**src/rtl/chacha_pkg.sv**
```systemverilog
// Shared definitions for the ChaCha stream controller.
// Holds sigma constants, state word offsets and FSM encoding.
package chacha_pkg;

   localparam logic [31:0] SIGMA0 = 32'h61707865;
   localparam logic [31:0] SIGMA1 = 32'h3320646e;
   localparam logic [31:0] SIGMA2 = 32'h79622d32;
   localparam logic [31:0] SIGMA3 = 32'h6b206574;

   localparam logic [3:0] CONST_W = 4'd0;
   localparam logic [3:0] KEY_W   = 4'd4;
   localparam logic [3:0] CTR_W   = 4'd12;
   localparam logic [3:0] NONCE_W = 4'd13;

   localparam int unsigned BYTES_PER_BLOCK = 64;

   localparam logic [5:0] LAST_BYTE = 6'(BYTES_PER_BLOCK - 1);
   localparam logic [5:0] CTR_ADDR  = {CTR_W, 2'b00};
   localparam logic [5:0] CTR_LAST  = {CTR_W, 2'b11};

   typedef enum logic [1:0] {
      S_IDLE,
      S_LOAD,
      S_WAIT,
      S_STREAM
   } state_e;

   function automatic logic [31:0] sigma_word(input logic [1:0] i);
      logic [31:0] w;
      w = SIGMA0;
      unique case (i)
         2'd0: w = SIGMA0;
         2'd1: w = SIGMA1;
         2'd2: w = SIGMA2;
         2'd3: w = SIGMA3;
         default: w = SIGMA0;
      endcase
      return w;
   endfunction

endpackage

```
**src/rtl/chacha_load_mux.sv**
```systemverilog
// Byte select of the ChaCha input state by 6-bit address.
// Words are little-endian: addr[5:2] word, addr[1:0] byte.
module chacha_load_mux
   import chacha_pkg::*;
(
   input  logic [5:0]   addr_i,
   input  logic [255:0] key_i,
   input  logic [95:0]  nonce_i,
   input  logic [31:0]  ctr_i,
   output logic [7:0]   byte_o
);

   logic [3:0]  w;
   logic [1:0]  cw;
   logic [2:0]  kw;
   logic [1:0]  nw;
   logic [31:0] word;

   assign w  = addr_i[5:2];
   assign cw = addr_i[3:2] - CONST_W[1:0];
   assign kw = addr_i[4:2] - KEY_W[2:0];
   assign nw = addr_i[3:2] - NONCE_W[1:0];

   // Pick the 32-bit state word that owns this address.
   always_comb begin
      word = 32'h0;
      unique case (1'b1)
         (w < KEY_W):
            word = sigma_word(cw);
         (w >= KEY_W) && (w < CTR_W):
            word = key_i[{kw, 5'b0} +: 32];
         (w == CTR_W):
            word = ctr_i;
         (w >= NONCE_W):
            word = nonce_i[{nw, 5'b0} +: 32];
         default:
            word = 32'h0;
      endcase
   end

   assign byte_o = word[{addr_i[1:0], 3'b0} +: 8];

endmodule

```
**src/rtl/chacha_stream_ctrl.sv**
```systemverilog
// Sequencer that loads the ChaCha core, waits for it, and
// streams keystream bytes out over a valid/ready interface.
module chacha_stream_ctrl
   import chacha_pkg::*;
(
   input  logic         clk,
   input  logic         rst,
   input  logic         start,
   input  logic [255:0] key,
   input  logic [95:0]  nonce,
   input  logic [31:0]  counter_init,
   input  logic [15:0]  num_blocks,
   output logic         busy,
   output logic         done,
   output logic [7:0]   ks_data,
   output logic         ks_valid,
   input  logic         ks_ready,
   output logic [5:0]   blk_addr,
   output logic [7:0]   blk_wdata,
   output logic         blk_write,
   input  logic [7:0]   blk_rdata,
   input  logic         blk_ready
);

   state_e         state_q, state_d;
   logic [5:0]     idx_q, idx_d;
   logic           full_q, full_d;
   logic           first_q, first_d;
   logic [15:0]    remain_q, remain_d;
   logic [31:0]    ctr_q, ctr_d;
   logic [255:0]   key_q, key_d;
   logic [95:0]    nonce_q, nonce_d;
   logic           done_q, done_d;
   logic [7:0]     load_byte;
   logic           load_last;

   chacha_load_mux u_mux (
      .addr_i  (idx_q),
      .key_i   (key_q),
      .nonce_i (nonce_q),
      .ctr_i   (ctr_q),
      .byte_o  (load_byte)
   );

   // Full load ends at byte 63; counter refresh ends at byte 51.
   assign load_last = full_q ? (idx_q == LAST_BYTE)
                             : (idx_q == CTR_LAST);

   // State and datapath registers with synchronous reset.
   always_ff @(posedge clk) begin
      if (rst) begin
         state_q  <= S_IDLE;
         idx_q    <= '0;
         full_q   <= 1'b0;
         first_q  <= 1'b0;
         remain_q <= '0;
         ctr_q    <= '0;
         key_q    <= '0;
         nonce_q  <= '0;
         done_q   <= 1'b0;
      end else begin
         state_q  <= state_d;
         idx_q    <= idx_d;
         full_q   <= full_d;
         first_q  <= first_d;
         remain_q <= remain_d;
         ctr_q    <= ctr_d;
         key_q    <= key_d;
         nonce_q  <= nonce_d;
         done_q   <= done_d;
      end
   end

   // Next-state logic and bus outputs for the sequencer.
   always_comb begin
      state_d   = state_q;
      idx_d     = idx_q;
      full_d    = full_q;
      first_d   = first_q;
      remain_d  = remain_q;
      ctr_d     = ctr_q;
      key_d     = key_q;
      nonce_d   = nonce_q;
      done_d    = 1'b0;
      busy      = (state_q != S_IDLE);
      done      = done_q;
      ks_data   = blk_rdata;
      ks_valid  = 1'b0;
      blk_addr  = '0;
      blk_wdata = '0;
      blk_write = 1'b0;

      unique case (state_q)
         S_IDLE: begin
            if (start) begin
               key_d    = key;
               nonce_d  = nonce;
               ctr_d    = counter_init;
               remain_d = num_blocks;
               idx_d    = '0;
               full_d   = 1'b1;
               if (num_blocks == 16'd0) begin
                  done_d = 1'b1;
               end else begin
                  state_d = S_LOAD;
               end
            end
         end

         S_LOAD: begin
            blk_write = 1'b1;
            blk_addr  = idx_q;
            blk_wdata = load_byte;
            idx_d     = idx_q + 6'd1;
            if (load_last) begin
               state_d = S_WAIT;
               first_d = 1'b1;
               idx_d   = '0;
            end
         end

         // The core's ready is stale right after a write.
         S_WAIT: begin
            first_d = 1'b0;
            if (!first_q && blk_ready) begin
               state_d = S_STREAM;
               idx_d   = '0;
            end
         end

         S_STREAM: begin
            ks_valid = 1'b1;
            blk_addr = idx_q;
            if (ks_ready) begin
               idx_d = idx_q + 6'd1;
               if (idx_q == LAST_BYTE) begin
                  remain_d = remain_q - 16'd1;
                  ctr_d    = ctr_q + 32'd1;
                  if (remain_q == 16'd1) begin
                     done_d  = 1'b1;
                     state_d = S_IDLE;
                  end else begin
                     state_d = S_LOAD;
                     full_d  = 1'b0;
                     idx_d   = CTR_ADDR;
                  end
               end
            end
         end

         default: state_d = S_IDLE;
      endcase
   end

endmodule

```
**config.mk**
```make
export PLATFORM = sky130hd
export DESIGN_NAME = chacha_stream_ctrl
export DESIGN_NICKNAME = d
export VERILOG_FILES = /design/src/rtl/chacha_pkg.sv /design/src/rtl/chacha_load_mux.sv /design/src/rtl/chacha_stream_ctrl.sv
export SDC_FILE = /design/constraint.sdc
export NUM_CORES = 1
export LEC_CHECK = 0
export BUFFER_PORTS_ARGS = -buffer_cell sky130_fd_sc_hd__buf_2
export CAP_MARGIN = 20
export CORE_MARGIN = 4
export CORE_UTILIZATION = 55
export DETAILED_ROUTE_END_ITERATION = 7
export PLACE_DENSITY_LB_ADDON = 0.1
export SYNTH_ARGS = -nofsm -noshare
export SYNTH_HDL_FRONTEND = slang
export SYNTH_SLANG_ARGS = --single-unit
```
**constraint.sdc**
```tcl
create_clock -name clk -period 4.2 [get_ports clk]
set_input_delay 0.42 -clock clk [delete_from_list [all_inputs] [get_ports clk]]
set_output_delay 0.42 -clock clk [all_outputs]
set_load 0.02 [all_outputs]
```
* Word-level counts from Yosys, hierarchy flattened *
Index checks and enable logic that the tools add are counted.

cells by class
  order comparisons = 4
  reductions and logical operators = 16
  equality and inequality tests = 17
  shift operators = 3
  multiplexer cells = 43
  $add $sub $neg = 5

operators with widths
  cell                                                  count
  case mux 32 bit (4 select lines)                      2
  indexed part select 256 x 9 -> 32 bit                 1
  2-to-1 mux 32 bit                                     3
  indexed part select 96 x 8 -> 32 bit                  1
  case mux 32 bit (2 select lines)                      1
  2-to-1 mux 16 bit                                     3
  2-to-1 mux 6 bit                                      7
  adder 32 x 1 -> 32 bit, second input constant         1
  case mux 16 bit (2 select lines)                      1
  indexed part select 32 x 6 -> 8 bit                   1
  case mux 6 bit (4 select lines)                       1
  equality test 16 x 1 -> 1 bit, second input constant  1
  zero test 16 bit                                      1
  subtractor 16 x 1 -> 16 bit, second input constant    1
  2-to-1 mux 1 bit                                      14
  inequality test 2 bit, second input constant          7
  equality test 6 bit, second input constant            2
  2-to-1 mux 2 bit                                      6
  equality test 2 bit, second input constant            4
  2-to-1 mux 8 bit                                      1
  case mux 2 bit (4 select lines)                       1
  adder 6 x 1 -> 6 bit, second input constant           1
  case mux 1 bit (2 select lines)                       3
  AND reduction 6 bit                                   1
  other kinds (17)                                      23

word-level totals
  output and inout bits = 26
  flip-flop bits (word level) = 411
  input bits = 413

* Depth between registers and ports, before layout *
  word-level depth = 5
  mapped depth = 14
  gate-level depth less buffers = 7

* Hierarchy *
Synthesis repeated with hierarchy kept, for this count alone.

unflattened totals
  cell total of the unflattened synthesis = 2432
  area total of the unflattened synthesis = 19472.4 um^2

modules (own cells, without submodules)
  module              area each (um^2)  cells each  times used  sequential area each (um^2)
  chacha_stream_ctrl  15828.9           2045        1           8227.9
  chacha_load_mux     3643.5            387         1           0.0

* Worst setup path before layout *
OpenSTA, ideal clock, no wires.

  kind = register to output
  start point = reg idx_q[2]
  end point = out blk_wdata[2]
  buffers on the path = 6
  stages on the path, launching flop included = 14
  setup slack = 0.261 ns
  required time = 3.780 ns
  arrival time = 3.519 ns
  cells stage by stage = dfxtp_1 > buf_4 > buf_6 > inv_2 > buf_2 > buf_2 > ha_1 > buf_2 > buf_2 > mux2i_1 > mux2_2 > o221ai_1 > nand2_1 > a2111oi_0

on the way
  cells in the longest elaborated chain, start to end = 5
  elaborated cells between the ends (all ways) = 18
  classes of those cells = add/sub (2); order compare (4); eq/ne (4); shift (3); mux (3); reduce/logical (2)

RTL lines
  what                                                           line                      RTL
  start, declared                                                chacha_stream_ctrl.sv:26  logic [5:0] idx_q, idx_d;
  start signal, assigned                                         chacha_stream_ctrl.sv:63  idx_q <= idx_d;
  subtractor 3 bit (tied with other cells)                       chacha_load_mux.sv:21     assign kw = addr_i[4:2] - KEY_W[2:0];
  indexed part select 256 x 9 -> 32 bit (tied with other cells)  chacha_load_mux.sv:31     word = key_i[{kw, 5'b0} +: 32];
  case mux 32 bit (4 select lines) *                             chacha_load_mux.sv:27     unique case (1'b1)
  indexed part select 32 x 6 -> 8 bit *                          chacha_load_mux.sv:41     assign byte_o = word[{addr_i[1:0], 3'b0} +: 8];
  2-to-1 mux 8 bit *                                             chacha_stream_ctrl.sv:93  unique case (state_q)
  end, declared                                                  chacha_stream_ctrl.sv:19  output logic [7:0] blk_wdata,

Every way passes the cells marked *; elsewhere a longest branch is shown, timed or not. The select of a mux whose other input is x is not followed.

* Final worst setup path *
  start point = reg idx_q[3]
  end point = out blk_wdata[5]

on the way
  cells in the longest elaborated chain, start to end = 5
  elaborated cells between the ends (all ways) = 13
  classes of those cells = add/sub (2); order compare (4); eq/ne (1); shift (3); mux (2); reduce/logical (1)

RTL lines
  what                                                           line
  subtractor 3 bit (tied with other cells)                       chacha_load_mux.sv:21
  indexed part select 256 x 9 -> 32 bit (tied with other cells)  chacha_load_mux.sv:31
  case mux 32 bit (4 select lines) *                             chacha_load_mux.sv:27
  indexed part select 32 x 6 -> 8 bit *                          chacha_load_mux.sv:41
  2-to-1 mux 8 bit *                                             chacha_stream_ctrl.sv:93

Every way passes the cells marked *; elsewhere a longest branch is shown, timed or not.

==> results_dict.tcl <==
set metrics [dict create \
    synth.distinct_cells 75 \
    start_util 0.563 \
    met2_length_mm 32.1 \
    hold_buffers 0 \
    antenna_left 0 \
    wl_per_cell_um 20.7 \
    cts_tree "done" \
    synth_ff_type "dfxtp_1" \
    slowest_stage "o31ai_1" \
    cts_buffer_depth 3 \
    routed_wl_mm 67.0 \
    clock_latency_ps 580 \
    regArea_um2 8240 \
    pre_cts_ws_ps 771 \
    ys_seq_area_frac 0.419 \
    syn_area_per_cell_um2 7.95 \
    dr_wl_met3_mm 5.33 \
    critPathTopFamily "compound AO/OA/AOI/OAI gates" \
    viasPerCell 5.95 \
    worst-path-max-fanout 53 \
    drc 0 \
    slew_violations 0 \
    rsz0062_at_grt "no" \
    yosysWarnings 0 \
    ios 439 \
    row_count 68 \
    path_cells "inv_1 -> ha_4 -> buf_12 -> mux2i_1 -> mux2_2 -> o211ai_1 -> o2111ai_1 -> o31ai_1 -> buf_2" \
    leakagePower_nw 9.04 \
    wl_met1_mm 27.5 \
    htreeDepth 2 \
    root_buffer "clkbuf_16" \
    synth_nets 2902 \
    crit_type "flop to output port" \
    drt_pre_antenna_iters 5 \
    grt_overflow_total 0 \
    grt_pass1_vias 18287 \
    die_y_um 197 \
    timing.final.hold_violations 0 \
    powerDensity_nw_per_um2 575 \
    via_count 19279 \
    synthDominantCellAreaShare 0.419 \
    fin_area_um2 23200 \
    drv_cap 0 \
    multi_input_area_um2 10400 \
    slowest_delay_ps 580 \
    synthToLayoutAreaGrowth_pct 18.0 \
    cp.arrival_ps 3650 \
    synthMostInstantiatedCell "nand2_1" \
    ys_async_sr_fraction 0 \
    nFillCells 3012 \
    cts.repair.resized 0 \
    placed_cell_area_um2 21800 \
    fin_skew_ps 16.3 \
    synth_area_um2 19600 \
    clock-sinks 411 \
    fin_crit_sh 0.970 \
    fmax_ghz 0.245 \
    hold_class "primary input to flop" \
    drive_gt1_frac 0.226 \
    synth_edf_count 0 \
    startpoint_type "flop" \
    synth_commonest_cells "802 x nand2_1, 419 x a21oi_1, 411 x dfxtp_1" \
    ys_ff_latch 411 \
    min_period_ps 4070 \
    ir_drop_uv 424 \
    dpl.hpwl_mm 49.1 \
    grt_pass1_wl_mm 102 \
    diodes 0 \
    dieWidth_um 197 \
    setup-violations-final 0 \
    grt.total_usage 0.329 \
    port-buffer-count 422 \
    synth_area_leaders "dfxtp_1 42%, nand2_1 15%, a21oi_1 11%, mux4_2 7.2%, clkbuf_1 3.2%" \
    relSlewSlack 0.286 \
    clk_pin_slew_ps 60 \
    dr.first_iter.drc_count 1709 \
    antenna_found_initial 0 \
    top_layer_used "met4" \
    fin_nets 3193 \
    setup.worst_path.end_class "output port" \
    finalWeightedCongestion 0.993 \
    required_ps 3780 \
    layout_setup_ws_ps 125 \
    die_area_um2 38800 \
    grt_max_degree 208 \
    core-area_um2 34900 \
    numCtsBuffers 43 \
    status "finished, final reports clean" \
    crit_buf_inv 3 \
    fin_tns_setup_ps 0 \
    yosys.area.top_type "dfxtp_1" \
    worst_pin_slew_ps 1070 \
    netlist_instances 2470 \
]
power by group:
part           internal, mW  leakage (nW)  switching (mW)  total [mW]
Combinational          1.54          5.00            2.70        4.25
Clock                  2.12         0.660            1.58        3.70
Sequential             4.71          3.38           0.675        5.39
layout make-up:
type,instances,share of cell area
Tap cell,455,0.0246
Clock inverter,10,0.00426
Timing Repair Buffer,464,0.109
Inverter,23,0.00372
Multi-Input combinational cell,1818,0.449
Sequential cell,411,0.355
Clock buffer,61,0.0536
routing by layer:
layer | vias to the layer above | global-route usage
li1 | 9148 | -
met1 | 9172 | 0.448
met2 | 839 | 0.544
met3 | 120 | 0.0480
met4 | 0 | 0.108
met5 | - | 0
tightest hold or removal path: cells and delay by family:
kind	cells	cell delay [ps]
AND/OR/NAND/NOR	1	50
buffers and inverters	1	90
AO/OA/AOI/OAI	1	50
state kept, by name (all words and copies together) (netlist names):
signal    count
nonce_q      96
first_q       1
key_q       256
full_q        1
ctr_q        32
remain_q     16
state_q       2
idx_q         6
done          1
placed cells by master (no fill, tap or decap), types with 15 or more instances in the layout:
cell	n
nand3b_1	15
mux2i_1	37
a211oi_1	31
nor2_1	51
dfxtp_1	408
nand3_1	28
buf_2	421
a21oi_1	419
clkbuf_16	43
o21ai_0	55
inv_1	20
buf_4	34
nand4_1	15
nor2b_1	16
nand2_1	801
mux4_2	63
nor3_1	25
ha_1	17
per-stage QoR:
stage	cells	hold WS (ps)	utilization	total power, mW
6_report	3242	77.9	0.665	13.3
5_1_grt	3242	83.2	0.665	14.0
4_1_cts	3238	63.7	0.664	13.3
3_5_place_dp	3167	444	0.625	9.63
3_3_place_gp	3167	439	0.625	9.54
2_1_floorplan	2470	432	-	8.22
path summary, 6_finish.rpt:
check	from	endpoint	slack, ps	cells after the start
min reg2reg	key_q[203]$_SDFFE_PP0P_	key_q[203]$_SDFFE_PP0P_	450	2
min	key[111]	key_q[111]$_SDFFE_PP0P_	80	3
max	idx_q[3]$_SDFFE_PP0P_	blk_wdata[5]	130	9
max reg2reg	idx_q[2]$_SDFFE_PP0P_	ctr_q[29]$_SDFFE_PP0P_	990	6
timing repair:
| item | 4_1_cts | 5_1_grt |
|---|---|---|
| setup endpoints to repair | 0 | 2 |
| setup buffers | 0 | 4 |
| hold endpoints to repair | 0 | 0 |
kinds of logic after synthesis:
kind of cell	share of synthesized area
multiplexers	0.0991
flip-flops	0.419
AND/OR/NAND/NOR	0.220
buffers and inverters	0.0522
XOR/XNOR	0.00178
AO/OA/AOI/OAI	0.196
adder cells (fa/ha/maj)	0.0121
(Power assumes the default switching activity.)
